<file path="config.mk">
export PLATFORM = sky130hd
export DESIGN_NAME = ic_mem_resp
export DESIGN_NICKNAME = d
export VERILOG_FILES = /design/src/rtl/ic_mem_resp_pkg.sv /design/src/rtl/ic_mem_resp_req_fifo.sv /design/src/rtl/ic_mem_resp.sv
export SDC_FILE = /design/constraint.sdc
export NUM_CORES = 1
export LEC_CHECK = 0
export CORE_MARGIN = 3
export CORE_UTILIZATION = 34
export DETAILED_ROUTE_END_ITERATION = 8
export MAX_ROUTING_LAYER = met4
export SYNTH_ARGS = -nofsm -noshare
export SYNTH_HDL_FRONTEND = slang
export SYNTH_HIERARCHICAL = 1
export SYNTH_SLANG_ARGS = --single-unit
</file>
<file path="constraint.sdc">
create_clock -name clk -period 3.6 [get_ports clk]
set_input_delay 0.72 -clock clk [delete_from_list [all_inputs] [get_ports clk]]
set_output_delay 0.72 -clock clk [all_outputs]
set_load 0.02 [all_outputs]
</file>
<file path="src/rtl/ic_mem_resp_pkg.sv">
// Shared types and constants for the instruction-cache fill responder.
package ic_pkg;

    localparam int IC_MEM_XID_BITS = 2;
    localparam int IC_LINE_BEATS   = 8;
    localparam int IC_BEAT_BITS    = 16;
    localparam int IC_LINE_BITS    = IC_LINE_BEATS * IC_BEAT_BITS;

    typedef struct packed {
        logic [26:4]                addr;
        logic [IC_MEM_XID_BITS-1:0] xid;
    } ic_mem_req_t;

    typedef enum logic [1:0] {
        ST_IDLE,
        ST_REQ,
        ST_BEAT,
        ST_RESP
    } ic_resp_state_e;

endpackage

</file>
<file path="src/rtl/ic_mem_resp_req_fifo.sv">
// In-order request queue: power-of-two depth, pointers wrap naturally.
module ic_req_fifo
    import ic_pkg::*;
#(
    parameter int unsigned DEPTH = 4
) (
    input  logic        clk,
    input  logic        rst,
    input  logic        i_push,
    input  ic_mem_req_t i_din,
    input  logic        i_pop,
    output ic_mem_req_t o_head,
    output logic        o_full,
    output logic        o_empty
);

    localparam int unsigned PW = $clog2(DEPTH);
    localparam logic [PW:0] FULL_CNT = (PW + 1)'(DEPTH);

    ic_mem_req_t   r_mem [DEPTH];
    logic [PW-1:0] r_wptr;
    logic [PW-1:0] r_rptr;
    logic [PW:0]   r_count;
    logic          w_push;
    logic          w_pop;

    assign o_full  = (r_count == FULL_CNT);
    assign o_empty = (r_count == '0);
    assign o_head  = r_mem[r_rptr];
    assign w_push  = i_push && !o_full;
    assign w_pop   = i_pop && !o_empty;

    always_ff @(posedge clk) begin
        if (rst) begin
            r_wptr  <= '0;
            r_rptr  <= '0;
            r_count <= '0;
        end else begin
            if (w_push) begin
                r_mem[r_wptr] <= i_din;
                r_wptr        <= r_wptr + PW'(1);
            end
            if (w_pop) begin
                r_rptr <= r_rptr + PW'(1);
            end
            r_count <= r_count + {{PW{1'b0}}, w_push} - {{PW{1'b0}}, w_pop};
        end
    end

endmodule

</file>
<file path="src/rtl/ic_mem_resp.sv">
// Cache fill responder: queues line requests, bursts 16-bit beats from the
// backend, assembles a 128-bit line and returns it with a one-cycle pulse.
module ic_mem_resp
    import ic_pkg::*;
#(
    parameter int unsigned Q_DEPTH    = 4,
    parameter int unsigned LINE_BEATS = IC_LINE_BEATS
) (
    input  logic                       clk,
    input  logic                       rst,
    input  logic [26:4]                ic_mem_addr,
    input  logic [IC_MEM_XID_BITS-1:0] ic_mem_xid,
    input  logic                       ic_mem_re,
    output logic                       mem_ic_ready,
    output logic                       mem_ic_valid,
    output logic [IC_MEM_XID_BITS-1:0] mem_ic_xid,
    output logic [IC_LINE_BITS-1:0]    mem_ic_data,
    output logic [26:4]                bk_addr,
    output logic                       bk_req,
    input  logic                       bk_gnt,
    input  logic                       bk_rvalid,
    input  logic [IC_BEAT_BITS-1:0]    bk_rdata
);

    localparam logic [2:0] LAST_BEAT = 3'(LINE_BEATS - 1);

    ic_resp_state_e r_state;
    ic_resp_state_e w_state_nxt;

    logic                       r_ready_en;
    logic [2:0]                 r_beat_cnt;
    logic [IC_MEM_XID_BITS-1:0] r_xid;
    logic [26:4]                r_addr;
    logic [IC_LINE_BITS-1:0]    r_line;
    logic [IC_LINE_BITS-1:0]    r_out_data;
    logic [IC_MEM_XID_BITS-1:0] r_out_xid;

    logic                    w_full;
    logic                    w_empty;
    logic                    w_push;
    logic                    w_pop;
    logic                    w_beat_we;
    logic                    w_last_beat;
    ic_mem_req_t             w_req;
    ic_mem_req_t             w_head;
    logic [IC_LINE_BITS-1:0] w_line_nxt;

    // Ready comes only from registered state, so a same-cycle pop never bypasses.
    assign mem_ic_ready = r_ready_en && !w_full;
    assign w_push       = ic_mem_re && mem_ic_ready;
    assign w_req        = '{addr: ic_mem_addr, xid: ic_mem_xid};

    ic_req_fifo #(
        .DEPTH (Q_DEPTH)
    ) u_req_fifo (
        .clk     (clk),
        .rst     (rst),
        .i_push  (w_push),
        .i_din   (w_req),
        .i_pop   (w_pop),
        .o_head  (w_head),
        .o_full  (w_full),
        .o_empty (w_empty)
    );

    always_ff @(posedge clk) begin
        if (rst) begin
            r_state <= ST_IDLE;
        end else begin
            r_state <= w_state_nxt;
        end
    end

    always_comb begin
        w_state_nxt  = r_state;
        bk_req       = 1'b0;
        mem_ic_valid = 1'b0;
        w_pop        = 1'b0;
        w_beat_we    = 1'b0;
        w_last_beat  = 1'b0;
        case (r_state)
            ST_IDLE: begin
                if (!w_empty) begin
                    w_state_nxt = ST_REQ;
                end
            end
            ST_REQ: begin
                bk_req = 1'b1;
                if (bk_gnt) begin
                    w_pop       = 1'b1;
                    w_state_nxt = ST_BEAT;
                end
            end
            ST_BEAT: begin
                if (bk_rvalid) begin
                    w_beat_we = 1'b1;
                    if (r_beat_cnt == LAST_BEAT) begin
                        w_last_beat = 1'b1;
                        w_state_nxt = ST_RESP;
                    end
                end
            end
            ST_RESP: begin
                mem_ic_valid = 1'b1;
                w_state_nxt  = ST_IDLE;
            end
            default: w_state_nxt = ST_IDLE;
        endcase
    end

    always_comb begin
        w_line_nxt = r_line;
        w_line_nxt[{r_beat_cnt, 4'b0000} +: IC_BEAT_BITS] = bk_rdata;
    end

    // Output registers load only with a complete line, so they hold between returns.
    always_ff @(posedge clk) begin
        if (rst) begin
            r_ready_en <= 1'b0;
            r_beat_cnt <= '0;
            r_xid      <= '0;
            r_addr     <= '0;
            r_line     <= '0;
            r_out_data <= '0;
            r_out_xid  <= '0;
        end else begin
            r_ready_en <= 1'b1;
            if (w_pop) begin
                r_xid      <= w_head.xid;
                r_addr     <= w_head.addr;
                r_beat_cnt <= '0;
            end
            if (w_beat_we) begin
                r_line     <= w_line_nxt;
                r_beat_cnt <= r_beat_cnt + 3'd1;
            end
            if (w_last_beat) begin
                r_out_data <= w_line_nxt;
                r_out_xid  <= r_xid;
            end
        end
    end

    assign bk_addr     = (r_state == ST_REQ) ? w_head.addr : r_addr;
    assign mem_ic_data = r_out_data;
    assign mem_ic_xid  = r_out_xid;

    a_valid_single: assert property (@(posedge clk) disable iff (rst)
        mem_ic_valid |=> !mem_ic_valid);

    a_req_only_in_req: assert property (@(posedge clk) disable iff (rst)
        bk_req |-> (r_state == ST_REQ));

endmodule
</file>
# Word-level counts from Yosys, hierarchy flattened
# Memories as Yosys holds them, arrays and structs flattened. A register that Yosys moved wholly into a read port is not among the register bits.
# Index checks and enable logic that the tools add are counted.
# Widths: inputs -> output; s select.
[word_totals]
ram_bits = 100
mem_count = 1
input_bits = 46
regBits = 296
out_inout_bits = 156
elab_cells = 63
[op_classes]
n_shift = 2
reduce_logical = 10
n_addsub = 6
n_mux = 24
n_eq_ne = 9
[memory_table]
columns = ["memory", "depth", "width", "rd", "rd_ports_with_merged_regs", "write_ports", "line", "rtl"]
rows = [
  ["u_req_fifo.r_mem", 4, 25, 1, 1, 1, "ic_mem_resp_req_fifo.sv:20", "ic_mem_req_t r_mem [DEPTH];"],
]
[op_table]
columns = ["op", "n"]
rows = [
  ["$bwmux 128", 1],
  ["$shift 16x9->128 const A", 1],
  ["$shiftx 16x9->128", 1],
  ["$mux 23", 1],
  ["$mux 1", 13],
  ["$mux 2", 6],
  ["$neg 7->9", 1],
  ["$ne 2x2->1 const B", 4],
  ["$pmux 2 s4", 1],
  ["$eq 3x3->1 const B", 2],
  ["$mux 3", 2],
  ["$add 2x1->2 const B", 2],
  ["$eq 2x2->1 const B", 2],
  ["$logic_and 1x1->1", 4],
  ["$reduce_and 4->1", 1],
  ["$add 3x1->3", 1],
  ["$add 3x1->3 const B", 1],
  ["$logic_not 3->1", 1],
  ["$sub 3x1->3", 1],
  ["$eq 2x1->1 const B", 1],
  ["$logic_not 1->1", 2],
  ["$logic_not 2->1", 1],
  ["$reduce_bool 2->1", 1],
]

# Longest topological paths before layout
[depth]
ltp_word = 8
ltp_mapped = 16
depth_no_buf = 14

# Cells and area by module
# The synthesis kept the hierarchy.
[by_module_without_submodules]
columns = ["module", "cells_per_inst", "area_per_inst_um2", "instances", "seq_area_each_um2"]
rows = [
  ["ic_mem_resp", 1479, 12912.4, 1, 5785.5],
  ["ic_req_fifo", 183, 4144.0, 1, 3183.1],
]

# Worst setup path after synthesis
# Ideal clock, no wire load.
[synth_timing]
path_type = "reg-to-reg"
start = "reg u_req_fifo.r_count[1]"
end = "mem u_req_fifo/r_mem[0][0] (netlist bit), enable pin"
setup_time_ns = 0.444
n_path_buf = 0
path_stages_with_launch = 6
t_required_ns = 3.156
path_slack_ns = 0.056
arrival_ns = 3.100
period_less_slack_ns = 3.544
path_cell_list = "dfxtp_1 > nor3b_4 > nor2b_1 > and2_1 > nand2b_4 > nor3b_1"
[synth_between]
elab_chain_len = 8
[synth_rtl]
columns = ["item", "line", "rtl"]
rows = [
  ["start, declared", "ic_mem_resp_req_fifo.sv:23", "logic [PW:0] r_count;"],
  ["start signal, assigned", "ic_mem_resp_req_fifo.sv:46", "r_count <= r_count + {{PW{1'b0}}, w_push} - {{PW{1'b0}}, w_pop};"],
  ["$eq 3x3->1", "ic_mem_resp_req_fifo.sv:27", "assign o_full = (r_count == FULL_CNT);"],
  ["named net w_full", "ic_mem_resp.sv:38", "logic w_full;"],
  ["$logic_not 1->1", "ic_mem_resp.sv:49", "assign mem_ic_ready = r_ready_en && !w_full;"],
  ["$logic_and 1x1->1", "ic_mem_resp.sv:49", ""],
  ["named net mem_ic_ready", "ic_mem_resp.sv:14", "output logic mem_ic_ready,"],
  ["$logic_and 1x1->1", "ic_mem_resp.sv:50", "assign w_push = ic_mem_re && mem_ic_ready;"],
  ["named net w_push", "ic_mem_resp.sv:40", "logic w_push;"],
  ["$logic_and 1x1->1", "ic_mem_resp_req_fifo.sv:30", "assign w_push = i_push && !o_full;"],
  ["$mux 1", "ic_mem_resp_req_fifo.sv:39", "if (w_push) begin"],
  ["$mux 1", "ic_mem_resp_req_fifo.sv:34", "if (rst) begin"],
  ["$mux 1 (not written as such)", "ic_mem_resp_req_fifo.sv:40", "r_mem[r_wptr] <= i_din;"],
  ["end, declared", "ic_mem_resp_req_fifo.sv:20", ""],
]
# The timed path passes the listed nets, and every way through them passes these cells.

==> results_dict.tcl <==
set metrics [dict create \
    outcome "completed" \
    max-vdd-ir-drop_v 0.000505 \
    intPower_mw 7.79 \
    worst_pin_slew_ns 1.14 \
    period_minus_slack_ns 3.36 \
    crit_type "reg -> out" \
    hp-class "reg -> reg" \
    drc 0 \
    drtPass1Iterations 5 \
    wl_per_cell_um 20.6 \
    slowest_stage "clkdlybuf4s50_1" \
    crit_path_start_kind "flip-flop" \
    finalHoldViolations 0 \
    rsz0062_at_grt "no" \
    core_area_um2 49300 \
    drtAntennaViolNets 0 \
    slowest_delay_ns 0.58 \
    drive_gt1_share_pct 10.8 \
    first_global_vias 13200 \
    dieArea_um2 52900 \
    ys_ff_latch 398 \
    final_nets 1842 \
    rows 81 \
    grt_max_degree 80 \
    syn_inst 1662 \
    worst-path-buf-inv 2 \
    synthArstFlopShare_pct 0 \
    antenna_found_initial 1 \
    power.switching_mw 2.92 \
    fin_crit_sh_pct 93.3 \
    cts_hold_buffers 0 \
    cts_buffers 43 \
    dp.cells 2397 \
    wl_um 51000 \
    synthToLayoutAreaGrowth_pct 22.7 \
    worst_setup_path_end_kind "output pin" \
    critPathTopFamily "buffers and inverters" \
    yosys_warnings 6 \
    fin_skew_ns 0.0226 \
    gr-total-overflow 0 \
    yosys_most_used_dff "dfxtp_1" \
    clockBufferDepth 3 \
    die_x_um 230 \
    io_pins 202 \
    grt_pass1_wl_um 77500 \
    drtIter0Drc 1110 \
    pwr-share-clk_pct 40.0 \
    path_clk_slew_ns 0.06 \
    clockRootBuffer "clkbuf_16" \
    h-tree-depth 2 \
    final.setup.worst_slack_ns 0.241 \
    synth_nets 1726 \
    utilization_pct 42.5 \
    arrival_ns 2.64 \
    power_frac_seq_pct 44.5 \
    postCtsSetupBuffers 0 \
    setup_tns_ns 0 \
    swShare_pct 27.3 \
    avgViaCountPerCell 5.40 \
    powerDensity_nw_per_um2 512 \
    die_y_um 230 \
    p_leak_nw 7.18 \
    crit_path_max_fanout 15 \
    clk_latency_ns 0.57 \
    netlist-cell-type-count 62 \
    gp_congestion 0.763 \
    final_cells 2477 \
    syn_area_um2 17100 \
    port_buffers 201 \
    post_cts_resize_count 0 \
    synth_top_area_cell "dfxtp_1" \
    initial_core_util_pct 34.6 \
    slew_viol_final 0 \
    ys_seq_area_share_pct 52.6 \
    maxCapViolations 0 \
    slew_headroom_pct 23.5 \
    path_cells "buf_4 > mux4_2 > mux2_2 > clkdlybuf4s50_1" \
    synth.most_common_cell "dfxtp_1" \
    combPwrFrac_pct 15.5 \
    avgSynthCellArea_um2 10.3 \
    cts_sinks 398 \
    synth_commonest_cells "dfxtp_1 (298), nand2_1 (199), o21ai_0 (194), clkbuf_1 (122), mux2i_1 (109)" \
    vias 13400 \
    required_ns 2.88 \
    fmax_mhz 298 \
    setup_viol 0 \
    synth_top_area_share_pct 35.0 \
    holdWs_ns 0.453 \
    place_hpwl_um 31400 \
    synth_edf_count 100 \
    grt_usage_pct 19.2 \
    cts_tree "built" \
    dp_slack_ns 0.565 \
    synth_area_leaders "dfxtp_1 (35%), edfxtp_1 (18%), mux2i_1 (6.4%)" \
]
[placed cells by master (no fill, tap or decap), drive strengths merged, types with 22 or more instances in the layout]
cell type,count
o21ai,202
inv,27
clkbuf,70
edfxtp,100
mux2,23
mux2i,109
nand2,201
nor2b,22
a31oi,84
dfxtp,298
nand3,87
nand4,38
o31ai,22
buf,51
mux4,25
a21oi,100
clkdlybuf4s50,200
[registers in the layout, summed over array words and instances (netlist names), 2 cells and up, named ones only]
register            flops
mem_ic_data           128
mem_ic_xid              2
r_addr                 23
r_beat_cnt              3
r_line                128
r_state                 2
r_xid                   2
u_req_fifo/r_count      3
u_req_fifo/r_mem      100
u_req_fifo/r_rptr       2
u_req_fifo/r_wptr       2
[area by class of cell]
cell class | instances | area [µm²]
diodes | 1 | 2.50
clock buffers | 70 | 1300
clock inverters | 9 | 61.3
fillers | 4758 | 28300
inverters | 27 | 106
multi-input cells | 1057 | 7220
flip-flops and latches | 398 | 8970
well taps | 664 | 831
repair buffers | 251 | 2430
[worst paths after layout]
| kind | startpoint | endpoint | slack (ns) | cells past startpoint |
|---|---|---|---|---|
| worst min register to register | r_addr[7] | r_addr[7] | 0.45 | 2 |
| worst max register to register | r_beat_cnt[1] | r_line[11] | 0.56 | 6 |
| worst min-delay path | r_addr[7] | r_addr[7] | 0.45 | 2 |
| worst max-delay path | flip-flop | bk_addr[11] | 0.24 | 4 |
[through the flow]
stage          power (mW)  area, µm²
3_3_place_gp         6.50      19600
2_1_floorplan        5.93      17100
4_1_cts              10.9      20900
6_report             10.7      20900
5_1_grt              11.1      20900
3_5_place_dp         6.52      19600
[logic make-up after synthesis]
family | after synthesis | share of synthesized area, %
AOI/OAI and AO/OA | 448 | 15.4
xor gates and xnor gates | 2 | 0.103
adders and majority gates | 18 | 1.36
and+or+nand+nor | 432 | 13.7
buffers and inverters | 207 | 5.55
DFF | 398 | 52.6
muxes | 157 | 11.3
[routing by layer]
metal	GRT usage (%)	vias to the layer above	wire length (µm)
met2	30.4	408	23800
met5	-	-	0
met4	7.19	0	1710
li1	-	6351	-
met3	5.85	110	4090
met1	23.0	6513	21400
[power by group through the flow]
stage / logic [mW] / clock network [mW] / registers, mW
after global routing: 1.80 / 4.56 / 4.78
final: 1.66 / 4.29 / 4.76
after detailed placement: 1.66 / 0 / 4.86
after CTS: 1.67 / 4.42 / 4.76
after global placement: 1.65 / 0 / 4.85
after floorplan: 1.09 / 0 / 4.84
[tightest hold or removal path: cells and delay by family (launching register included)]
family          cells  cell delay (ns)
compound gates      1             0.05
flops               1             0.31
simple gates        1             0.05
Power figures use the tool's default switching activity.
